$ cat config.mk
export PLATFORM = sky130hd
export DESIGN_NAME = instr_fetch
export DESIGN_NICKNAME = d
export VERILOG_FILES = /design/src/rtl/mips_pkg.sv /design/src/rtl/pc_reg.sv /design/src/rtl/instr_fetch.sv
export SDC_FILE = /design/constraint.sdc
export NUM_CORES = 1
export LEC_CHECK = 0
export BUFFER_PORTS_ARGS = -buffer_cell sky130_fd_sc_hd__buf_4
export CORE_AREA = 2 2 118 109
export DETAILED_ROUTE_END_ITERATION = 10
export DIE_AREA = 0 0 120 111
export GPL_TIMING_DRIVEN = 0
export PLACE_DENSITY = 0.82
export SETUP_SLACK_MARGIN = 0.02
export SYNTH_ARGS = -nofsm -noshare
export SYNTH_HDL_FRONTEND = slang
export SYNTH_SLANG_ARGS = --single-unit
$ cat constraint.sdc
create_clock -name clk -period 2.6 [get_ports clk]
set_clock_uncertainty 0.1 [all_clocks]
set_input_delay 0 -clock clk [delete_from_list [all_inputs] [get_ports clk]]
set_output_delay 0 -clock clk [all_outputs]
set_load 0.02 [all_outputs]
$ cat src/rtl/mips_pkg.sv
// mips_pkg: shared definitions for the fetch front end.
//   fetch_state_e  fetch FSM state encoding (IDLE, REQ, HOLD)
//   WORD_W         datapath / address width
//   OP_*           primary opcode values seen on instr[31:26]
//   word_align()   clears the byte-offset bits of an address
package mips_pkg;

   localparam int unsigned WORD_W = 32;

   localparam logic [5:0] OP_RTYPE = 6'b000000;
   localparam logic [5:0] OP_LW    = 6'b100011;
   localparam logic [5:0] OP_SW    = 6'b101011;
   localparam logic [5:0] OP_BEQ   = 6'b000100;

   typedef enum logic [1:0] {
      IDLE,
      REQ,
      HOLD
   } fetch_state_e;

   function automatic logic [WORD_W-1:0] word_align(input logic [WORD_W-1:0] addr);
      return {addr[WORD_W-1:2], 2'b00};
   endfunction

endpackage

$ cat src/rtl/pc_reg.sv
// pc_reg: program counter register.
//   clk      rising-edge clock
//   rst_n    asynchronous active-low reset, loads RESET_PC
//   load     when high, pc takes next_pc on the next edge
//   next_pc  value to load
//   pc       current program counter
import mips_pkg::*;

module pc_reg #(
   parameter logic [WORD_W-1:0] RESET_PC = 32'h0000_0000
) (
   input  logic              clk,
   input  logic              rst_n,
   input  logic              load,
   input  logic [WORD_W-1:0] next_pc,
   output logic [WORD_W-1:0] pc
);

   always_ff @(posedge clk or negedge rst_n) begin
      if (!rst_n) begin
         pc <= RESET_PC;
      end else if (load) begin
         pc <= next_pc;
      end
   end

endmodule

$ cat src/rtl/instr_fetch.sv
// instr_fetch: single-outstanding instruction fetch stage with redirect/flush handling.
//   clk, rst_n               clock, asynchronous active-low reset
//   imem_req, imem_addr      memory read request and word address (imem_addr == pc)
//   imem_ack, imem_rdata     memory response; data valid only with ack
//   redirect, redirect_target  taken-branch redirect and its byte address
//   dec_valid, dec_ready     handshake towards the decoder
//   instr, op, funct         held instruction word and its opcode/function fields
//   pc_plus4                 address of the held instruction plus 4
//   fetch_count              accepted fetches (only when FETCH_PERF_CNT_EN is defined)
import mips_pkg::*;

module instr_fetch #(
   parameter logic [WORD_W-1:0] RESET_PC = 32'h0000_0000
) (
   input  logic              clk,
   input  logic              rst_n,
   output logic              imem_req,
   output logic [WORD_W-1:0] imem_addr,
   input  logic              imem_ack,
   input  logic [WORD_W-1:0] imem_rdata,
   input  logic              redirect,
   input  logic [WORD_W-1:0] redirect_target,
   output logic              dec_valid,
   input  logic              dec_ready,
   output logic [WORD_W-1:0] instr,
   output logic [5:0]        op,
   output logic [5:0]        funct,
   output logic [WORD_W-1:0] pc_plus4
`ifdef FETCH_PERF_CNT_EN
   ,
   output logic [WORD_W-1:0] fetch_count
`endif
);

   fetch_state_e      state_q;
   logic              flush_q;
   logic [WORD_W-1:0] flush_target_q;
   logic [WORD_W-1:0] pc;
   logic              pc_load;
   logic [WORD_W-1:0] pc_next;
   logic              fetch_accept;

   // A response is kept only if no redirect is pending or arriving with it.
   assign fetch_accept = (state_q == REQ) && imem_ack && !redirect && !flush_q;

   assign imem_addr = pc;
   assign op        = instr[31:26];
   assign funct     = instr[5:0];

   always_comb begin
      pc_load = 1'b0;
      pc_next = pc;
      case (state_q)
         IDLE: begin
            if (redirect) begin
               pc_load = 1'b1;
               pc_next = word_align(redirect_target);
            end
         end
         REQ: begin
            // pc stays put while a request is outstanding; it moves only on ack.
            if (imem_ack) begin
               pc_load = 1'b1;
               if (redirect) begin
                  pc_next = word_align(redirect_target);
               end else if (flush_q) begin
                  pc_next = flush_target_q;
               end else begin
                  pc_next = pc + 32'd4;
               end
            end
         end
         HOLD: begin
            if (dec_ready && redirect) begin
               pc_load = 1'b1;
               pc_next = word_align(redirect_target);
            end
         end
         default: ;
      endcase
   end

   pc_reg #(
      .RESET_PC(RESET_PC)
   ) u_pc_reg (
      .clk    (clk),
      .rst_n  (rst_n),
      .load   (pc_load),
      .next_pc(pc_next),
      .pc     (pc)
   );

   always_ff @(posedge clk or negedge rst_n) begin
      if (!rst_n) begin
         state_q        <= IDLE;
         flush_q        <= 1'b0;
         flush_target_q <= '0;
         imem_req       <= 1'b0;
         dec_valid      <= 1'b0;
         instr          <= '0;
         pc_plus4       <= '0;
      end else begin
         case (state_q)
            IDLE: begin
               state_q  <= REQ;
               imem_req <= 1'b1;
            end
            REQ: begin
               if (fetch_accept) begin
                  instr     <= imem_rdata;
                  pc_plus4  <= pc + 32'd4;
                  dec_valid <= 1'b1;
                  imem_req  <= 1'b0;
                  state_q   <= HOLD;
               end else if (imem_ack) begin
                  // Discarded response: refetch from the redirect target.
                  flush_q <= 1'b0;
               end else if (redirect) begin
                  flush_q        <= 1'b1;
                  flush_target_q <= word_align(redirect_target);
               end
            end
            HOLD: begin
               if (dec_ready) begin
                  dec_valid <= 1'b0;
                  imem_req  <= 1'b1;
                  state_q   <= REQ;
               end
            end
            default: begin
               state_q   <= IDLE;
               imem_req  <= 1'b0;
               dec_valid <= 1'b0;
            end
         endcase
      end
   end

`ifdef FETCH_PERF_CNT_EN
   always_ff @(posedge clk or negedge rst_n) begin
      if (!rst_n) begin
         fetch_count <= '0;
      end else if (fetch_accept) begin
         fetch_count <= fetch_count + 32'd1;
      end
   end
`else
   // No performance counter in this build.
`endif

endmodule
; After elaboration in Yosys (flattened, before gate mapping)
; Cells that the tools add are included.
[op_classes]
add_sub_neg = 1
mul = 0
n_bitwise = 3
div_mod_pow = 0
n_mux = 21
eq_ne = 7
magnitude_cmp = 0
shifts = 0
reduce_logical = 15
[ops]
columns = cell, n
row1 = 32-bit two-way mux, 5
row2 = 32-bit one-hot mux with 3 select lines, 1
row3 = 32-bit by 3-bit adder with 32-bit output (second input constant), 1
row4 = 2-bit inequality test (second input constant), 5
row5 = 1-bit two-way mux, 9
row6 = 1-bit one-hot mux with 3 select lines, 3
row7 = 2-bit one-hot mux with 3 select lines, 1
row8 = 3-bit AND reduction, 2
row9 = 5-bit AND reduction, 1
row10 = 1-bit logical AND, 4
row11 = 2-bit two-way mux, 2
row12 = 2-bit AND reduction, 2
row13 = 4-bit AND reduction, 1
row14 = 1-bit inverter, 3
row15 = 3-bit nonzero test, 1
row16 = 2-bit by 1-bit == test with 1-bit output (second input constant), 1
row17 = 2-bit == test (second input constant), 1
row18 = 1-bit logical NOT, 2
row19 = 2-bit logical NOT, 1
row20 = 2-bit nonzero test, 1
[word_totals]
elab_cells = 55
latchBits = 0
mem_bits_ro = 0
ram_bits = 0
reg_bits = 131
memories = 0

; Logic depth before layout (Yosys ltp)
; Gate-level depths: netlist (run 1).
[depth]
ltp_word = 6
ltp_mapped = 8

; Hierarchy
; From an unflattened synthesis (run 1), not the netlist that was laid out.
[unflattened]
hier_cells = 832
area_unflattened_um2 = 7816.2
[modules_own_cells]
columns = module, cells_each, n_inst, area_each_um2
row1 = instr_fetch, 764, 1, 6471.2
row2 = pc_reg, 68, 1, 1345.0

; Worst setup path after synthesis (run 1)
; Ideal clock, no wire load.
[synth_timing]
kind = register -> register
startpoint = register u_pc_reg.pc[2]
endpoint = register u_pc_reg.pc[27]
arrival_ns = 1.849
setup_time_ns = 0.129
path_stages_with_launch = 7
t_required_ns = 2.371
slack_ns = 0.523
cell_sequence = dfrtp_1 > clkbuf_1 > nand4_1 > or4_4 > nor3_4 > o21ai_0 > o2bb2ai_1
[synth_via]
elab_chain_cells = 5
[synth_lines]
columns = element, line_no
row1 = start: declaration, pc_reg.sv:16  ; output logic [WORD_W-1:0] pc
row2 = start signal: assignment, pc_reg.sv:23  ; pc <= next_pc;
row3 = 32-bit by 3-bit adder with 32-bit output, instr_fetch.sv:69  ; pc_next = pc + 32'd4;
row4 = 32-bit two-way mux, instr_fetch.sv:66  ; end else if (flush_q) begin
row5 = 32-bit two-way mux, instr_fetch.sv:64  ; if (redirect) begin
row6 = 32-bit two-way mux, instr_fetch.sv:62  ; if (imem_ack) begin
row7 = 32-bit one-hot mux with 3 select lines, instr_fetch.sv:53  ; case (state_q)
; No other way between the ends. The select of a mux whose other input is x is not followed.
; A chain may end at the register's enable or synchronous reset.

; Final worst setup path (run 1)
[layout_timing]
startpoint = register u_pc_reg.pc[3]
endpoint = register u_pc_reg.pc[14]
; Same word-level chain as after synthesis.

==> results of run 1 <==
==> cell families after synthesis <==
logic type,after synthesis,share of synthesized area
flip-flops,127,0.516
XOR/XNOR,26,0.0370
AND/OR/NAND/NOR,275,0.215
adder cells (fa/ha/maj),1,0.00203
other,1,0.000609
multiplexers,32,0.0579
AO/OA/AOI/OAI,117,0.123
buffers and inverters,60,0.0482
==> cells in the mapped netlist, types with 2 or more instances <==
master       n  area (um^2)
nor3_1       7         35.0
clkbuf_1    27          101
or2_2        3         18.8
a221oi_1     9         78.8
o31a_1       2         17.5
buf_1        3         11.3
a32o_1       2         20.0
nor2_1      29          109
xor2_1      14          123
and4_1       5         43.8
nand3_1     17         85.1
a221o_1      5         50.1
o21ai_1      5         25.0
a21oi_1     21          105
nand2_1    162          608
dfrtp_1    127         3180
o31ai_1      4         30.0
nand3b_1     2         15.0
inv_1        5         18.8
buf_4       16          120
a211oi_1     2         15.0
o311a_1      2         20.0
or4_4        2         22.5
nor4_1       2         12.5
mux2i_1      3         30.0
a31oi_1      2         12.5
buf_2        9         45.0
o21ai_0     45          225
mux2_2      29          327
o22ai_1      3         18.8
nand2b_1     2         12.5
xnor2_1     12          105
o311ai_1     2         17.5
o2bb2ai_1    2         17.5
nand4_1      9         56.3
and3_1      20          125
==> power breakdown <==
group / switching (uW) / internal [uW] / leakage (uW)
combinational: 3020 / 2240 / 0.00244
sequential: 878 / 2930 / 0.00155
clock: 838 / 1340 / 0.000257
==> metrics by stage <==
step | util | hold slack, ns | instances | power [uW] | cell area (um^2)
after global placement | 0.625 | 0.0885 | 977 | 8680 | 7660
final | 0.727 | 0.00632 | 1075 | 11200 | 8900
after CTS | 0.726 | 0.0254 | 1075 | 11100 | 8890
after detailed placement | 0.628 | -0.103 | 978 | 8820 | 7690
after floorplan | - | -0.396 | 642 | 6640 | 6170
after global routing | 0.727 | 0.0549 | 1075 | 11800 | 8900
==> worst max-delay path, cell delays in order (launching register included) <==
cell	delay [ns]
dfrtp_1	0.50
ha_1	0.37
nand3_1	0.22
or2_2	0.32
clkbuf_1	0.22
nor3_1	0.23
xnor2_1	0.26
o211ai_1	0.14
==> per-layer routing <==
layer,routed length [um],track usage,vias to the layer above,part of all wire
li1,-,-,2736,-
met1,7740,0.402,2899,0.39
met2,9540,0.478,356,0.48
met3,1890,0.0669,57,0.095
met4,629,0.138,0,0.032
met5,0,0,-,0
==> repair_timing <==
action | 4_1_cts | 5_1_grt
hold buffers | 67 | 0
resized for setup | 0 | 7
pin swaps | 0 | 0
buffers inserted | 1 | 0
endpoints found under the setup margin | 22 | 26
endpoints found under the hold margin | 224 | 0
==> layout make-up <==
type / instances / area (um^2) / share of cell area
clock inverter: 7 / 65.1 / 0.00731
sequential: 127 / 3180 / 0.357
multi-input combinational: 455 / 2690 / 0.303
inverter: 5 / 18.8 / 0.00211
tap: 164 / 205 / 0.0231
timing repair buffer: 240 / 1990 / 0.224
clock buffer: 22 / 464 / 0.0522
buffer: 55 / 282 / 0.0316
==> worst max-delay path by stage <==
| stage | start | endpoint | slack (ns) | depth (start not counted) |
|---|---|---|---|---|
| floorplan | u_pc_reg.pc[2] | u_pc_reg.pc[27] | 0.52 | 6 |
| global placement | state_q[0] | instr[27] | -0.16 | 6 |
| detailed placement | state_q[0] | instr[24] | -0.19 | 6 |
| CTS | state_q[1] | instr[22] | 0.07 | 7 |
| global route | u_pc_reg.pc[3] | u_pc_reg.pc[14] | 0.05 | 7 |
| finish | u_pc_reg.pc[3] | u_pc_reg.pc[14] | 0.10 | 7 |
==> out/results.txt, run 1 <==
Synth Register Bits - 127
DRT iter0 DRCs - 744
EDFF count, synth - 0
Crit. End Element - flop
final setup vio count - 0
H-tree Lvls - 4
max reg flops - 32
Clock Latency Late Sink - 0.42 ns
first-pass GRT wire length - 31.3 mm
Syn Std Cell Area - 6160 um^2
DR pass1 iterations - 7
die height - 111 um
FF-to-FF Start - u_pc_reg.pc[3]
drc violations - 0
number of max-cap violations - 0
most frequent cells in the layout - buf_4, nand2_1, dfrtp_1
Final Hold Fails - 0
root buf cell - clkbuf_16
register area share after synthesis - 0.516
Total GRT Usage - 0.303
core area - 12,200 um^2
Pleak - 0.00424 uW
Mean Syn Cell Area - 9.63 um^2
Tcrit/Tclk final - 0.961
WL/cell - 18.4 um
layout cells sized above 1 - 0.302
Ys Warns - 0
Starting Density - 0.503
vias in the first global route - 5,892
CTS tree - built
Final ANT Viol Nets - 0
Largest Register - instr
Max Freq - 400 MHz
final critical-path required period - 2.50 ns
RSZ-0062 raised after global routing - no
status - complete, no violations
Worst Path Arrival - 2.69 ns
post-route setup slack - 0.102 ns
die area - 13,300 um^2
grt ovf - 0
initial antenna violation count - 0
row cnt - 39
maximum VDD drop - 0.000644 V
final-stage net count - 971
ant diodes - 0
dpl ws - -0.189 ns
actual slew at the worst max-slew pin - 0.696 ns
clk sinks - 127
DRT Wirelength - 19.8 mm
Worst-path clk slew - 0.06 ns
worst-path fanout max - 7
Die Width - 120 um
fillers - 872
Hold WC Path Type - in -> async
cell count after synthesis - 639
# IOs - 179
PortBufs - 171
Netlist cell types - 64
TritonCTS buffer count - 17
vias - 6,048
commonest non-fill, non-tap cell in the layout - buf_4
largest net degree at the start of global routing - 73
Placer Congestion - 0.889
Area Overhead vs Synth - 44.6%
reg2reg end - u_pc_reg.pc[14]
asr flop ratio synth - 1.00
Slew headroom - 0.534
Top FF cell, synth - dfrtp_1
pwr dens - 1260 nW/um^2
CP Class - reg -> reg
crit path launch type - flop
HPWL after DPL - 12.8 mm
Post-Route Setup TNS - 0 ns
clock buffer depth - 2
Final Max Slew Viols - 0
required time of the critical path - 2.79 ns
Avg Vias per Cell - 5.63
FF-to-FF setup slack - 0.10 ns
FF-to-FF path depth - 7
(Power assumes the default switching activity.)
==> run 2, diff against run 1 <==
Settings changed: BUFFER_PORTS_ARGS -buffer_cell sky130_fd_sc_hd__buf_4 to unset, CORE_AREA 2 2 118 109 to 2 2 108 99, DIE_AREA 0 0 120 111 to 0 0 110 101, DONT_BUFFER_PORTS set to 1, PLACE_DENSITY 0.82 to 0.81.
==> out/results.txt, run 2 (same netlist as run 1, synthesis figures left out) <==
required time of the critical path - 2.92 ns (+0.13 ns)
Total GRT Usage - 0.338 (+0.0346)
DR pass1 iterations - 6 (-1)
Placed Area - 6330 um^2 (-18%)
Die Width - 110 um (-8.3%)
Pleak - 0.00339 uW (-20%)
crit-path cells - buf_2 > nand2b_1 > a32oi_2 > clkbuf_1 > a21oi_1 > o22a_1
largest net degree at the start of global routing - 128 (+75%)
fillers - 659 (-24%)
Post-Route Setup TNS - 0 ns (unchanged)
Largest delay share family, worst path - compound AO/OA/AOI/OAI gates
layout cells sized above 1 - 0.149 (-0.153)
core area - 10,000 um^2 (-18%)
FF-to-FF Start - state_q[1]
cell internal pwr - 5340 uW (-18%)
Slew headroom - 0.536 (+0.00211)
Placer Congestion - 0.896 (+0.80%)
Crit-path slowest cell - a32oi_2
Final Hold Fails - 127 (+127)
Max Freq - 402 MHz (+0.45%)
fin area - 7560 um^2 (-15%)
final critical-path required period - 2.49 ns (-0.0112 ns)
Worst Path Buf+Inv - 2 (+1)
CTS tree - built
drc violations - 0 (unchanged)
Tcrit/Tclk final - 0.956 (-0.00432)
TritonCTS buffer count - 17 (unchanged)
CP Class - reg -> reg
die area - 11,100 um^2 (-17%)
reg2reg end - u_pc_reg.pc[17]
actual slew at the worst max-slew pin - 0.696 ns (-0.000592 ns)
clk sinks - 127 (unchanged)
Largest stage delay, worst path - 0.60 ns (+0.10 ns)
Clock Power Share - 0.215 (+0.022)
dpl ws - -0.0714 ns (+0.118 ns)
pwr dens - 1310 nW/um^2 (+3.6%)
status - finished, violations left
PortBufs - 0 (-100%)
WL/cell - 21.0 um (+14%)
register area - 3180 um^2 (about the same)
Worst Path Arrival - 2.80 ns (+0.11 ns)
worst-path fanout max - 10 (+3)
Clock Latency Late Sink - 0.53 ns (+0.11 ns)
# IOs - 179 (unchanged)
commonest non-fill, non-tap cell in the layout - nand2_1
Area Overhead vs Synth - 22.9%
Largest Register - instr
die height - 101 um (-9.0%)
FF-to-FF path depth - 6 (-1)
final setup vio count - 0 (unchanged)
crit path launch type - flop
DRT Wirelength - 18.3 mm (-7.4%)
Hold WC Path Type - in -> async
vias - 5,508 (-8.9%)
Starting Density - 0.614 (+0.111)
hold_ws - -0.943 ns (-0.949 ns)
Crit. End Element - flop
Avg Vias per Cell - 6.30 (+12%)
most frequent cells in the layout - nand2_1, dfrtp_1, dlygate4sd3_1
number of max-cap violations - 0 (unchanged)
row cnt - 35 (-10%)
Final Max Slew Viols - 0 (unchanged)
post-route setup slack - 0.114 ns (+0.0112 ns)
HPWL after DPL - 11.9 mm (-7.2%)
clock buffer depth - 2 (unchanged)
first-pass GRT wire length - 28.3 mm (-9.6%)
failing checks - negative hold slack
final-stage net count - 801 (-18%)
max reg flops - 32 (unchanged)
initial antenna violation count - 1 (+1)
Final ANT Viol Nets - 0 (unchanged)
grt ovf - 0 (unchanged)
root buf cell - clkbuf_8
maximum VDD drop - 0.000852 V (+32%)
H-tree Lvls - 4 (unchanged)
area of the multi-input gates - 2700 um^2 (+0.23%)
Sw Ratio - 0.460 (+0.0393)
DRT iter0 DRCs - 683 (-8.2%)
vias in the first global route - 5,471 (-7.1%)
Sw Pwr - 4560 uW (-3.7%)
Worst-path clk slew - 0.07 ns (about the same)
Logic pwr share - 0.303 (-0.165)
Flop pwr share - 0.483 (+0.145)
RSZ-0062 raised after global routing - yes
FF-to-FF setup slack - 0.11 ns (about the same)
run 2: changes by cell type in the layout (fill, tap and decap cells not counted), moves of 2 or more:
cell / before / now
clkinvlp_4: 2 / 5
clkbuf_1: 27 / 25
clkinv_4: 0 / 2
buf_4: 187 / 19
inv_6: 0 / 5
run 2: timing repair:
item                       in CTS  in global routing
hold endpoints to repair      224                132
gates resized for setup         2                  3
hold buffers                   66                  1
setup endpoints to repair      19                 10
pin swaps                       1                  1
buffers inserted                3                  0
run 2: worst max-delay path by stage:
| stage | startpoint | end | depth (start not counted) | slack (ns) |
|---|---|---|---|---|
| floorplan | u_pc_reg.pc[2] | u_pc_reg.pc[27] | 6 | 0.52 |
| global placement | state_q[0] | instr[26] | 6 | 0.0009 |
| detailed placement | state_q[0] | instr[28] | 6 | -0.07 |
| CTS | u_pc_reg.pc[3] | u_pc_reg.pc[14] | 7 | 0.07 |
| global route | u_pc_reg.pc[2] | u_pc_reg.pc[14] | 7 | 0.006 |
| finish | state_q[1] | u_pc_reg.pc[17] | 6 | 0.11 |
run 2: through the flow:
step	utilization	power [uW]	hold slack, ns	cells
final	0.754	9900	-0.943	874
after detailed placement	0.631	7550	-0.392	771
after floorplan	-	6640	-0.396	642
after CTS	0.752	9770	-0.940	872
after global routing	0.754	10400	-0.958	874
after global placement	0.631	7360	-0.392	771
run 2: layout make-up:
cell class / instances / area share
clock inverter: 15 / 0.0151
tap: 129 / 0.0213
sequential: 127 / 0.420
antenna: 1 / 0.000331
timing repair buffer: 70 / 0.0916
multi-input combinational: 455 / 0.357
inverter: 5 / 0.00248
buffer: 55 / 0.0371
clock buffer: 17 / 0.0548
run 2: power groups by stage:
stage               Combinational, uW  Clock, uW  Sequential [uW]
finish                           3000       2130             4780
global route                     3290       2220             4900
CTS                              2910       2120             4750
detailed placement               2780          0             4770
global placement                 2650          0             4710
floorplan                        2180          0             4470
run 2: layer usage:
layer,routed length [um],vias to the layer above,share of wire,GRT usage
li1,-,2387,-,-
met1,6820,2671,0.37,0.442
met2,8840,398,0.48,0.523
met3,2180,52,0.12,0.108
met4,501,0,0.027,0.136
met5,0,-,0,0
==> run 3, diff against run 2 <==
Settings changed: CORE_AREA 2 2 108 99 to 2 2 119 110, DIE_AREA 0 0 110 101 to 0 0 121 112, PLACE_DENSITY 0.81 to 0.83, SYNTH_HIERARCHICAL set to 1.
==> out/results.txt, run 3 <==
Placed Area - 8020 um^2 (+27%)
Clock Power Share - 0.201 (-0.014)
clock buffer depth - 2 (unchanged)
number of max-cap violations - 0 (unchanged)
Crit. End Element - flop
Synth area leaders - dfrtp_1, nand2_1, mux2_4
layout cells sized above 1 - 0.212 (+0.0630)
Syn Std Cell Area - 7820 um^2 (+27%)
actual slew at the worst max-slew pin - 0.797 ns (+0.101 ns)
Final ANT Viol Nets - 0 (unchanged)
cell count after synthesis - 832 (+30%)
pwr dens - 1250 nW/um^2 (-4.3%)
Netlist cell types - 77 (+20%)
required time of the critical path - 2.87 ns (-0.05 ns)
HPWL after DPL - 18.8 mm (+58%)
cell accounting for the most synthesized area - dfrtp_1
final critical-path required period - 2.53 ns (+0.0467 ns)
Flop pwr share - 0.410 (-0.073)
failing checks - negative hold slack
most frequent cells in the layout - nand2_1, dfrtp_1, dlygate4sd3_1
drc violations - 0 (unchanged)
FF-to-FF Start - state_q[1]
Synth Register Bits - 131 (+3.1%)
Final Hold Fails - 131 (+3.1%)
root buf cell - clkbuf_16
cts hold-fix bufs - 65 (-1.5%)
maximum VDD drop - 0.000821 V (-3.7%)
register area - 3290 um^2 (+3.5%)
row cnt - 39 (+11%)
Tcrit/Tclk final - 0.974 (+0.0180)
Logic pwr share - 0.389 (+0.086)
register area share after synthesis - 0.419 (-0.0969)
EDFF count, synth - 0 (unchanged)
final setup vio count - 0 (unchanged)
WL/cell - 26.1 um (+25%)
Avg Vias per Cell - 6.79 (+7.8%)
post-route setup slack - 0.0669 ns (-0.0467 ns)
Post-Syn Nets - 902
final-stage net count - 990 (+24%)
asr flop ratio synth - 1.00 (unchanged)
dpl ws - -0.293 ns (-0.222 ns)
crit path launch type - flop
first-pass GRT wire length - 43.5 mm (+54%)
Worst Path Arrival - 2.80 ns (about the same)
cell internal pwr - 6280 uW (+17%)
# IOs - 179 (unchanged)
PortBufs - 0 (unchanged)
Pleak - 0.00421 uW (+24%)
status - finished, violations left
DRT Wirelength - 28.7 mm (+56%)
top cells by count, synth - nand2_1, dfrtp_1, o21ai_0
area share of the largest cell type after synthesis - 0.419 (-0.0969)
FF-to-FF setup slack - 0.07 ns (-0.05 ns)
Worst-path clk slew - 0.07 ns (about the same)
Final Util - 0.757 (+0.00266)
area of the multi-input gates - 4070 um^2 (+51%)
TritonCTS buffer count - 17 (unchanged)
Mean Syn Cell Area - 9.39 um^2 (-2.5%)
count leader, synth - nand2_1
Sw Ratio - 0.464 (+0.00331)
die area - 13,600 um^2 (+22%)
Hold WC Path Type - in -> async
Max Freq - 395 MHz (-1.8%)
clk sinks - 131 (+3.1%)
Post-Route Setup TNS - 0 ns (unchanged)
CP Class - reg -> reg
Placer Congestion - 0.969 (+8.2%)
initial antenna violation count - 0 (-1)
DR pass1 iterations - 6 (unchanged)
reg2reg end - u_pc_reg/pc[20]
core area - 12,300 um^2 (+23%)
largest net degree at the start of global routing - 132 (+3.1%)
Die Width - 121 um (+10%)
Total GRT Usage - 0.428 (+0.0896)
vias in the first global route - 7,595 (+39%)
fillers - 792 (+20%)
commonest non-fill, non-tap cell in the layout - nand2_1
H-tree Lvls - 4 (unchanged)
Area Overhead vs Synth - 19.5%
Sw Pwr - 5430 uW (+19%)
Clock Latency Late Sink - 0.43 ns (-0.10 ns)
hold_ws - -0.840 ns (+0.102 ns)
CTS tree - built
worst-path fanout max - 10 (unchanged)
Ys Warns - 6 (+6)
FF-to-FF path depth - 8 (+2)
vias - 7,452 (+35%)
Final Max Slew Viols - 0 (unchanged)
grt ovf - 0 (unchanged)
Slew headroom - 0.469 (-0.0674)
DRT iter0 DRCs - 1,006 (+47%)
fin area - 9340 um^2 (+24%)
die height - 112 um (+11%)
Starting Density - 0.633 (+0.0193)
RSZ-0062 raised after global routing - yes
Top FF cell, synth - dfrtp_1
ant diodes - 0 (-1)
## run 3: cell count changes in the layout (fill, tap and decap cells not counted), moves of 9 or more
| cell | delta |
|---|---|
| dfrtp_2 | +10 |
| mux2_4 | +30 |
| o21ai_0 | +14 |
| a21o_1 | +10 |
| nand2b_1 | +9 |
| buf_2 | +23 |
| a21oi_1 | +9 |
| and3_1 | -9 |
| nor2b_1 | +10 |
## run 3: worst max-delay path by stage
| stage | startpoint | end |
|---|---|---|
| global placement | u_pc_reg/pc[2] | u_pc_reg/pc[22] |
| detailed placement | u_pc_reg/pc[2] | u_pc_reg/pc[22] |
| CTS | flush_q | u_pc_reg/pc[14] |
| floorplan | u_pc_reg/pc[2] | u_pc_reg/pc[22] |
| global route | u_pc_reg/pc[7] | u_pc_reg/pc[28] |
| finish | state_q[1] | u_pc_reg/pc[20] |
## run 3: metrics by stage
stage	instances	power (uW)
detailed placement	996	8900
CTS	1095	11400
finish	1097	11700
global placement	996	8660
floorplan	832	7640
global route	1097	12200
## run 3: per-layer routing
layer	share of wire	routed length [um]	vias to the layer above	global-route usage
li1	-	-	3115	-
met1	0.38	11000	3629	0.559
met5	0	0	-	0
met4	0.038	1080	0	0.188
met2	0.47	13500	592	0.669
met3	0.11	3160	116	0.113
## run 3: worst max-delay path, cell delays in order, from the launching register on
cell      delay (ns)
dfrtp_1         0.39
buf_4           0.17
nand3b_1        0.33
o22ai_1         0.36
clkbuf_1        0.52
a32o_1          0.23
a21oi_1         0.05
o21ai_1         0.15
mux2_4          0.18
## run 3: repair_timing
item,4_1_cts,5_1_grt
pin swaps,1,1
endpoints found under the setup margin,13,24
resized for setup,5,18
hold endpoints to repair,219,131
buffers inserted,2,3
## run 3: power by group through the flow
| stage | registers, uW | clock network, uW | logic (uW) |
|---|---|---|---|
| 2_1_floorplan | 4390 | 0 | 3250 |
| 3_3_place_gp | 4670 | 0 | 3990 |
| 3_5_place_dp | 4720 | 0 | 4170 |
| 4_1_cts | 4720 | 2340 | 4330 |
| 5_1_grt | 4880 | 2440 | 4830 |
| 6_report | 4790 | 2360 | 4560 |
## run 3: logic make-up (layout without fill, tap and decap cells)
family / Yosys count / after routing / share of synthesized area
compound gates: 194 / 194 / 0.160
fa+ha+maj: 1 / 1 / 0.00160
simple gates: 322 / 322 / 0.213
buf+inv: 90 / 191 / 0.0652
mux: 68 / 68 / 0.111
flops: 131 / 131 / 0.419
xor+xnor: 26 / 26 / 0.0291
## run 3: layout make-up
class                      count  share of cell area
sequential                   131               0.352
multi-input combinational    611               0.436
inverter                      13             0.00522
tap                          164              0.0220
clock inverter                14              0.0139
clock buffer                  18              0.0470
buffer                        76              0.0494
timing repair buffer          70              0.0742
